`src/rtl/beamformer_pkg.sv`:
```
// Shared definitions for the delay-and-sum beamformer: default geometry,
// frame FSM encoding and the output sum width.
package beamformer_pkg;

    localparam int DEF_NUM_CH     = 4;
    localparam int DEF_DATA_W     = 16;
    localparam int DEF_IDX_W      = 16;
    localparam int DEF_NUM_POINTS = 16;

    typedef enum logic [1:0] {
        ST_IDLE = 2'd0,
        ST_RUN  = 2'd1,
        ST_DONE = 2'd2
    } bf_state_t;

    // Growth bits for summing num_ch signed samples without overflow.
    function automatic int sum_width(input int num_ch, input int data_w);
        return data_w + $clog2(num_ch);
    endfunction

endpackage

```
`src/rtl/bf_channel_capture.sv`:
```
// One receive channel: holds the captured flag and sample for the current
// focal point and decides match (capture) or miss (target index passed).
module bf_channel_capture
    import beamformer_pkg::*;
#(
    parameter int DATA_W = DEF_DATA_W,
    parameter int IDX_W  = DEF_IDX_W
) (
    input  logic                     clk,
    input  logic                     reset,
    input  logic                     clear,
    input  logic                     sample,
    input  logic [IDX_W-1:0]         index,
    input  logic [IDX_W-1:0]         target,
    input  logic signed [DATA_W-1:0] data,
    output logic                     flag_next,
    output logic signed [DATA_W-1:0] capt_next,
    output logic                     miss
);

    logic                     flag_q;
    logic signed [DATA_W-1:0] capt_q;
    logic                     hit;
    logic                     passed;

    // NOTE: combinational blocks use blocking '=' and give every output a
    // default first, so no path leaves a value unassigned and no latch forms.
    always_comb begin
        hit       = sample && !flag_q && (index == target);
        passed    = sample && !flag_q && (index > target);
        miss      = passed;
        flag_next = flag_q || hit || passed;
        capt_next = capt_q;
        if (hit) begin
            capt_next = data;
        end else if (passed) begin
            capt_next = '0;
        end
    end

    // NOTE: clocked state uses non-blocking '<=' so every register samples
    // pre-edge values regardless of statement order.
    always_ff @(posedge clk) begin
        if (reset || clear) begin
            flag_q <= 1'b0;
            capt_q <= '0;
        end else begin
            flag_q <= flag_next;
            capt_q <= capt_next;
        end
    end

endmodule

```
`src/rtl/delay_sum_beamformer.sv`:
```
// Delay-and-sum beamformer: per focal point, captures every channel at its
// programmed sample index and emits the signed sum of all channels.
module delay_sum_beamformer
    import beamformer_pkg::*;
#(
    parameter int NUM_CH     = DEF_NUM_CH,
    parameter int DATA_W     = DEF_DATA_W,
    parameter int IDX_W      = DEF_IDX_W,
    parameter int NUM_POINTS = DEF_NUM_POINTS
) (
    input  logic                                         clk,
    input  logic                                         reset,
    input  logic                                         start,
    input  logic                                         in_valid,
    input  logic [IDX_W-1:0]                             in_index,
    input  logic [NUM_CH*DATA_W-1:0]                     in_data,
    input  logic                                         cfg_we,
    input  logic [$clog2(NUM_POINTS*NUM_CH)-1:0]         cfg_addr,
    input  logic [IDX_W-1:0]                             cfg_data,
    output logic                                         out_valid,
    output logic signed [sum_width(NUM_CH, DATA_W)-1:0]  out_sum,
    output logic [$clog2(NUM_POINTS)-1:0]                out_point,
    output logic                                         frame_done,
    output logic                                         busy,
    output logic                                         miss_err
);

    localparam int DEPTH  = NUM_POINTS * NUM_CH;
    localparam int ADDR_W = $clog2(DEPTH);
    localparam int PT_W   = $clog2(NUM_POINTS);
    localparam int SUM_W  = sum_width(NUM_CH, DATA_W);

    bf_state_t                state_q;
    bf_state_t                state_d;
    logic [PT_W-1:0]          point_q;
    logic [IDX_W-1:0]         last_idx_q;
    logic                     last_valid_q;
    logic [IDX_W-1:0]         delay_table [DEPTH];
    logic [ADDR_W-1:0]        row_base;
    logic                     addr_ok;
    logic                     accept;
    logic                     all_next;
    logic                     complete;
    logic                     last_point;
    logic                     chan_clear;
    logic [NUM_CH-1:0]        flag_next;
    logic [NUM_CH-1:0]        miss;
    logic signed [DATA_W-1:0] capt_next [NUM_CH];
    logic signed [SUM_W-1:0]  sum_next;

    if (DEPTH == (1 << ADDR_W)) begin : g_addr_full
        assign addr_ok = 1'b1;
    end else begin : g_addr_part
        assign addr_ok = (int'(cfg_addr) < DEPTH);
    end

    // NOTE: the delay table is bulk storage with no reset, so it can map onto
    // plain register files or RAM; software loads it before each use.
    always_ff @(posedge clk) begin
        if (!reset && cfg_we && addr_ok && state_q == ST_IDLE) begin
            delay_table[cfg_addr] <= cfg_data;
        end
    end

    // A repeated index is the same sample re-presented, never a new one.
    assign accept     = (state_q == ST_RUN) && start && in_valid &&
                        (!last_valid_q || in_index != last_idx_q);
    assign all_next   = &flag_next;
    assign complete   = accept && all_next;
    assign last_point = (point_q == PT_W'(NUM_POINTS - 1));
    assign chan_clear = (state_q != ST_RUN) || !start || complete;
    assign row_base   = ADDR_W'(int'(point_q) * NUM_CH);
    assign busy       = (state_q == ST_RUN);

    for (genvar c = 0; c < NUM_CH; c++) begin : g_ch
        bf_channel_capture #(
            .DATA_W (DATA_W),
            .IDX_W  (IDX_W)
        ) u_capture (
            .clk       (clk),
            .reset     (reset),
            .clear     (chan_clear),
            .sample    (accept),
            .index     (in_index),
            .target    (delay_table[row_base + ADDR_W'(c)]),
            .data      (in_data[c*DATA_W +: DATA_W]),
            .flag_next (flag_next[c]),
            .capt_next (capt_next[c]),
            .miss      (miss[c])
        );
    end

    // Channels capturing on this edge contribute the live sample.
    always_comb begin
        sum_next = '0;
        for (int c = 0; c < NUM_CH; c++) begin
            sum_next = sum_next + SUM_W'(capt_next[c]);
        end
    end

    always_comb begin
        state_d = state_q;
        case (state_q)
            ST_IDLE: if (start) state_d = ST_RUN;
            ST_RUN: begin
                if (!start) begin
                    state_d = ST_IDLE;
                end else if (complete && last_point) begin
                    state_d = ST_DONE;
                end
            end
            ST_DONE: if (!start) state_d = ST_IDLE;
            default: state_d = ST_IDLE;
        endcase
    end

    always_ff @(posedge clk) begin
        if (reset) begin
            state_q      <= ST_IDLE;
            point_q      <= '0;
            last_idx_q   <= '0;
            last_valid_q <= 1'b0;
            out_valid    <= 1'b0;
            out_sum      <= '0;
            out_point    <= '0;
            frame_done   <= 1'b0;
            miss_err     <= 1'b0;
        end else begin
            state_q    <= state_d;
            out_valid  <= complete;
            frame_done <= complete && last_point;
            if (complete) begin
                out_sum   <= sum_next;
                out_point <= point_q;
                point_q   <= last_point ? '0 : point_q + 1'b1;
            end
            if (state_q == ST_IDLE && start) begin
                point_q      <= '0;
                last_valid_q <= 1'b0;
                miss_err     <= 1'b0;
            end else if (state_q == ST_RUN && !start) begin
                point_q <= '0;
            end
            if (accept) begin
                last_valid_q <= 1'b1;
                last_idx_q   <= in_index;
                if (|miss) miss_err <= 1'b1;
            end
        end
    end

endmodule

```
`config.mk`:
```
export PLATFORM = sky130hd
export DESIGN_NAME = delay_sum_beamformer
export DESIGN_NICKNAME = d
export VERILOG_FILES = /design/src/rtl/beamformer_pkg.sv /design/src/rtl/bf_channel_capture.sv /design/src/rtl/delay_sum_beamformer.sv
export SDC_FILE = /design/constraint.sdc
export NUM_CORES = 1
export LEC_CHECK = 0
export CORE_ASPECT_RATIO = 1.75
export CORE_MARGIN = 5
export CORE_UTILIZATION = 55
export DETAILED_ROUTE_END_ITERATION = 8
export PLACE_DENSITY_LB_ADDON = 0.08
export SYNTH_ARGS = -nofsm -noshare
export SYNTH_HDL_FRONTEND = slang
export SYNTH_SLANG_ARGS = --single-unit
```
`constraint.sdc`:
```
create_clock -name clk -period 6.65 [get_ports clk]
set_input_delay 1.6625 -clock clk [delete_from_list [all_inputs] [get_ports clk]]
set_output_delay 1.6625 -clock clk [all_outputs]
set_load 0.02 [all_outputs]
```
# Yosys cells after proc, flatten, opt, wreduce, memory -nomap -nowiden
# Memory sizes are Yosys's and may differ from the RTL's. A register that Yosys moved wholly into a read port is not among the register bits.
# Index checks and enable logic that the tools add are counted.
# word_totals
register_bits	116
ram_bits	1024
in_bits	107
output_inout_bits	26
wordCells	110
memories	1
# classes
addsub	7
n_lt_le_gt_ge	4
n_eq_ne	12
muxes	23
n_reduce_logical	46
# mem_list
memory	depth	width	read_ports	rd_clocked_by_memory_dff	wr	line	text
delay_table	64	16	4	1	1	delay_sum_beamformer.sv:38	logic [IDX_W-1:0] delay_table [DEPTH];
# op_table
operator	n
16-bit two-way mux	8
16-bit == test	4
16-bit greater-than comparator	4
1-bit logical AND	21
17-bit by 16-bit adder with 18-bit output	1
18-bit by 16-bit adder with 18-bit output	1
16-bit by 16-bit adder with 17-bit output	1
16-bit inequality test	1
6-bit by 2-bit adder with 6-bit output (second input constant)	2
1-bit logical OR	12
6-bit two-way mux	2
2-bit two-way mux	4
1-bit logical NOT	7
1-bit two-way mux	7
6-bit by 1-bit adder with 6-bit output (second input constant)	1
2-bit case mux with 3 select lines	1
4-bit by 1-bit adder with 4-bit output (second input constant)	1
4-bit == test (second input constant)	1
4-bit two-way mux	1
2-bit inequality test (second input constant)	2
4-bit AND reduction	1
4-bit OR reduction	1
3-bit by 2-bit inequality test with 1-bit output (second input constant)	1
3-bit AND reduction	1
6 further kinds	6

# Depth between registers and ports, before layout
# depth
ltp_word	14
depth_mapped	28

# Hierarchy
# Synthesis repeated with hierarchy kept, for this count alone.
# unflattened
cells_unflattened	2487
hier_area_um2	47184.0
# by_module_without_submodules
module	instances	cells_per_inst	area_per_inst_um2
delay_sum_beamformer	1	1983	42569.6
bf_channel_capture	4	126	1153.6

# Worst setup path after synthesis
# OpenSTA, ideal clock, no wires.
# synth_path
path_kind	flip-flop to flip-flop
startpoint	register point_q[0]
endpoint	register out_sum[15]
t_arrival_ns	7.277
required_time_ns	6.581
slack_ns	-0.696
path_stages_with_launch	28
path_buffers	5
path_cell_list	dfxtp_1 clkbuf_1 clkbuf_1 buf_1 mux4_2 mux4_2 inv_1 ha_1 nand4_1 nor4_1 a21bo_2 and3_1 nor4b_1 buf_2 buf_2 nor2_1 fa_1 fa_1 ha_1 fa_1 a21oi_1 o2111ai_1 o21ai_0 a21boi_0 nor3b_1 xnor2_1 nand2_2 a21oi_2
# synth_lines
element	line	text
from (decl)	delay_sum_beamformer.sv:35	logic [PT_W-1:0] point_q;
from (signal assigned)	delay_sum_beamformer.sv:135	point_q <= last_point ? '0 : point_q + 1'b1;
to (signal assigned)	delay_sum_beamformer.sv:133	out_sum <= sum_next;
to (decl)	delay_sum_beamformer.sv:21	output logic signed [sum_width(NUM_CH, DATA_W)-1:0] out_sum,

==> results.ini <==
[status]
status=finished, violations left
violations=setup timing

[hold_path]
holdPathEnd=out_sum[13]
hp-start=out_sum[13]
whs_path_depth=2
hp-class=reg -> reg

[detailed_routing]
via_count=24500
viasPerCell=6.02
wirelength_mm=116
drtIter0Drc=2118
wl_per_cell_um=28.5
drc=0
ant_nets=0
first_pass_iters=5

[setup_path]
max_stage_delay_ps=540
r2r-start=point_q[0]
timing.critical_path.mode_cell=buf_6
end_kind=register
arrival_ps=7280
path_max_fanout=6
critPathBufInv=11
cp-start-kind=register
r2r_cells=31
slowest_stage=fa_1
r2r_end=out_sum[13]
reg2reg_slack_ps=-40
worstPathRequired_ps=7240
crit_family=adder cells
critPathKind=reg -> reg

[timing]
slew-limit-headroom=0.138
period_minus_slack_ps=6690
worst_slew_pin_slew_ps=1290
fmax_mhz=150
timing.final.crit_share=1.01
fin_ws_ps=-36.4
hold_viol=0
rsz0062_at_grt=yes
setup_viol=2
drv_slew=0
skew_ps=48.9
whs_ps=468

[cells_and_area]
final_layout_size_suffix_gt1_frac=0.322
finalNetCount=3132
fillCellCount=5654
layout_common_cells=edfxtp_1, mux4_2, buf_4
layoutNonFillerInstCount=4074
syn_to_final_growth_pct=19.7
final_common_cell=edfxtp_1
multi_input_comb_area_mm2=0.0132
post-route-util=0.663
seq_area_mm2=0.0332
final_cell_area_mm2=0.0560

[yosys]
synthTopCellsByArea=edfxtp_1, mux4_2, dfxtp_1
synth_cell_types=67
ys_warn_count=0
synth_top_area_frac=0.657
netlist_instances=2464
avgSynthCellArea_um2=19.0
synth_top_area_cell=edfxtp_1
ys_async_sr_fraction=0
synth-edff-count=1024
ys_seq_area_frac=0.709
synth_fp_nets=2686
synth_area_mm2=0.0468
synth_seq_cells=1144
ys.flop_type=edfxtp_1

[floorplanning]
dieArea_mm2=0.0912
die_w_um=230
ios=133
num_rows=141
initial_utilization=0.554
core_mm2=0.0845
die_h_um=396

[power_and_ir_drop]
leakagePower_uw=0.0186
p_per_area_mw_per_mm2=255
power_uw=14300
vdd_drop_max_mv=0.234

[placement]
dp_cells=3847
dpl_cell_area_mm2=0.0516
place_congestion=0.897
io_buffers=132
dp_hpwl_mm=76.3

[run]
maxCapViolCount=0

[cts]
clock-sinks=1144
path_clk_slew_ps=70
clk_latency_ps=710
htreeDepth=3
cts_buffers=101
cts_hold_buf=0
cts_tree=built
clockBufferDepth=3
cts_root_buffer=clkbuf_16

[global_routing]
track_usage=0.258
grt_pass1_wl_mm=173
grt_max_degree=65
antenna_found_initial=7
gr-total-overflow=0
first_global_vias=26200

## cell usage after synthesis (20+ instances only)
cell type  number
edfxtp_1     1024
mux4_2        320
nor2_1        156
dfxtp_1       120
inv_1         118
nand2_1        92
ha_1           82
mux2i_1        63
clkbuf_1       61
a21oi_1        59
nor3_1         46
fa_1           33
buf_1          30
xnor2_1        28
and2_1         20
buf_2          20
nand3_1        20
## routing by layer
metal  up-vias  GRT usage  share of wire
li1      10700          -              -
met1     12900      0.327           0.37
met2       761      0.470           0.55
met3       171     0.0365          0.055
met4         0     0.0697          0.029
met5         -          0              0
## how the worst max path moves through the flow
| stage | from | end | slack, ps | depth (start not counted) |
|---|---|---|---|---|
| 3_3_place_gp | in_index[7] | out_sum[15] | -1120 | 27 |
| 5_1_grt | point_q[0] | out_sum[15] | -350 | 31 |
| 4_1_cts | point_q[0] | out_sum[13] | -50 | 30 |
| 6_report | point_q[0] | out_sum[13] | -40 | 31 |
| 3_5_place_dp | in_index[7] | out_sum[16] | -1140 | 25 |
| 2_1_floorplan | register | out_sum[15] | 5 | 28 |
## worst reg2reg max path: cells and delay by family (launching register included)
| kind | cells | cell delay, ps |
|---|---|---|
| AOI/OAI and AO/OA | 5 | 910 |
| muxes | 3 | 1290 |
| buffers and inverters | 11 | 1330 |
| and+or+nand+nor | 7 | 880 |
| xor gates and xnor gates | 1 | 150 |
| adders and majority gates | 4 | 1590 |
| DFF | 1 | 430 |
## layout make-up
class,instances,area share
antenna,7,0.000313
clock buffer,122,0.0475
clock inverter,66,0.0142
inverter,118,0.00795
multi-input combinational,1085,0.236
sequential,1144,0.592
tap,1072,0.0239
timing repair buffer,460,0.0776
## stage by stage
| stage | setup TNS, ps | worst slack (ps) |
|---|---|---|
| 2_1_floorplan | 0 | 4.74 |
| 3_3_place_gp | -9100 | -1120 |
| 3_5_place_dp | -9890 | -1140 |
| 4_1_cts | -48.8 | -48.8 |
| 5_1_grt | -2220 | -352 |
| 6_report | -66.4 | -36.4 |
## cell families after synthesis
kind of cell / share of synthesized area
compound gates: 0.0181
mux: 0.168
fa+ha+maj: 0.0360
buf+inv: 0.0203
xor+xnor: 0.00599
flops: 0.709
simple gates: 0.0435
## state kept, by name (all words and copies together), names as in the netlist, named ones only
| register | cells |
|---|---|
| delay_table | 1024 |
| last_valid_q | 1 |
| frame_done | 1 |
| last_idx_q | 16 |
| g_ch.u_capture.capt_q | 64 |
| state_q | 2 |
| out_point | 4 |
| g_ch.u_capture.flag_q | 4 |
| miss_err | 1 |
| point_q | 4 |
| out_sum | 18 |
| out_valid | 1 |
## power by group
part           internal (uW)  switching [uW]  leakage, uW
combinational            120             218      0.00672
sequential              7830            4.47       0.0102
clock                   3460            2630      0.00167
## timing repair
action / in CTS / in global routing
gates cloned: 2 / 1
pin swaps: 25 / 14
gates resized for setup: 84 / 77
setup endpoints to repair: 9 / 9
buffers inserted: 14 / 17
(Power assumes the default switching activity.)
==> variant, RTL diff (same flow settings) <==
Add an input register stage for `in_data`, without a reset; this delays it by one clock. The other inputs are not delayed to match.
--- a/src/rtl/delay_sum_beamformer.sv
+++ b/src/rtl/delay_sum_beamformer.sv
@@ -30,4 +30,10 @@
     localparam int PT_W   = $clog2(NUM_POINTS);
     localparam int SUM_W  = sum_width(NUM_CH, DATA_W);
+
+    logic [NUM_CH*DATA_W-1:0] in_data_q;
+
+    always_ff @(posedge clk) begin
+        in_data_q <= in_data;
+    end
 
     bf_state_t                state_q;
@@ -84,5 +90,5 @@
             .index     (in_index),
             .target    (delay_table[row_base + ADDR_W'(c)]),
-            .data      (in_data[c*DATA_W +: DATA_W]),
+            .data      (in_data_q[c*DATA_W +: DATA_W]),
             .flag_next (flag_next[c]),
             .capt_next (capt_next[c]),
Function: not settled (the Yosys comparison gave no result); the edit may change what the design does.
==> variant against the original RTL <==
- critical path depth down 4
- final area up 2.6%
- the flow still finishes with violations (negative setup slack)
- worst setup slack worse by 0.39 ns
- synthesized cell count up 1.1%
- sequential cell count up 64
- largest cell class unchanged
- wire length up 0.99%
- first-iteration DRC count down 0.19%
- final cell count up 3.4%
- combinational power down 4%
- synthesized area up 2.0%
- total power up 3.9%
==> variant: results <==
export IMPL_ys_seq_area_share_pct=72.1
export IMPL_grt_pass1_vias=26400
export IMPL_buffer_area_share_pct=7.87
export IMPL_path_max_fanout=8
export IMPL_nMultiInputCombCells=1048
export IMPL_fill_cells=5754
export IMPL_wl_per_cell_um=27.8
export IMPL_dp_cells=3961
export IMPL_n_clock_buffer=126
export IMPL_wl_met3_um=6600
export IMPL_synth_area_per_cell_um2=19.2
export IMPL_yosys_top_cells_count="edfxtp_1 (1024), mux4_2 (320), dfxtp_1 (184)"
export IMPL_finalWirelength_um=117000
export IMPL_status="finished, violations left"
export IMPL_hpwl_um=77100
export IMPL_holdWs_ns=0.471
export IMPL_place_congestion=0.895
export IMPL_clock_skew_ns=0.0260
export IMPL_wl_met1_um=43800
export IMPL_drive_gt1_share_pct=31.7
export IMPL_route_met2_wl_um=63000
export IMPL_finalSetupTns_ns=-0.917
export IMPL_rr_worst_depth=27
export IMPL_finalWorstSetupSlack_ns=-0.422
export IMPL_cts_buffers=105
export IMPL_seq_area_share_pct=59.9
export IMPL_hold_end="last_valid_q"
export IMPL_seq_cells=1208
export IMPL_nets=3180
export IMPL_worstPathArrival_ns=7.69
export IMPL_ys_top_cells_by_area="edfxtp_1 (64%), mux4_2 (15%), dfxtp_1 (7.7%), ha_1 (2.1%), fa_1 (1.4%)"
export IMPL_via_per_inst=5.92
export IMPL_path_clk_slew_ns=0.07
export IMPL_p_leak_nw=19.2
export IMPL_ir_worst_vdd_uv=226
export IMPL_tightest_slew_ns=1.28
export IMPL_final_clk_cell_share_pct=6.13
export IMPL_synthesis_nets=2712
export IMPL_dr_first_iter_drc_count=2114
export IMPL_cts_resized=57
export IMPL_cp_slowest_cell="mux4_2"
export IMPL_antennaDiodeCount=8
export IMPL_nNonClkBuffers=473
export IMPL_slowest_delay_ns=0.60
export IMPL_grt_pass1_wl_um=172000
export IMPL_r2r_end="out_sum[17]"
export IMPL_yosysUniqueCellTypes=60
export IMPL_post_cts_buffers=24
export IMPL_groute_usage_overall_pct=25.3
export IMPL_violations="negative setup slack"
export IMPL_finalSetupViolCount=5
-- variant: changes by cell type after synthesis, sizes merged, moves of 15 or more --
cell | before | now
dfxtp | 120 | 184
nor3 | 47 | 12
mux2i | 63 | 36
nand3 | 20 | 41
and2 | 20 | 1
a22o | 1 | 19
nor2b | 13 | 29
or2 | 15 | 0
-- variant: per-stage QoR --
stage | setup slack, ns | util [%] | area [um2]
after global routing | -0.647 | 66.5 | 57500
final | -0.422 | 66.5 | 57500
after CTS | -0.421 | 65.6 | 56700
after detailed placement | -1.03 | 61.0 | 52700
after global placement | -0.931 | 61.0 | 52700
after floorplan | 0.00542 | - | 48000
-- variant: report_power, final --
| group | switching (W) | internal, W | total (W) |
|---|---|---|---|
| Clock | 0.00273 | 0.00351 | 0.00624 |
| Combinational | 0.000210 | 0.000114 | 0.000324 |
| Sequential | 0.0000172 | 0.00824 | 0.00825 |
| Total | 0.00296 | 0.0119 | 0.0148 |
-- variant: logic make-up after synthesis --
logic type,after synthesis,share of synthesized area (%)
buffers and inverters,234,1.93
DFF,1208,72.1
AOI/OAI and AO/OA,172,2.29
and+or+nand+nor,374,3.67
muxes,356,15.9
adders and majority gates,115,3.53
xor gates and xnor gates,31,0.569
-- variant: worst max-delay path by stage --
stage	endpoint	slack (ns)	depth (start not counted)
after floorplan	out_sum[17]	0.005	28
after global placement	out_sum[17]	-0.93	22
after detailed placement	out_sum[17]	-1.03	22
after CTS	out_sum[17]	-0.42	26
after global routing	out_sum[17]	-0.65	27
final	out_sum[17]	-0.42	27
-- variant: metal layers --
layer / track usage (%) / vias up
li1: - / 10800
met1: 32.2 / 13100
met2: 45.0 / 798
met3: 3.29 / 180
met4: 9.29 / 0
met5: 0 / -
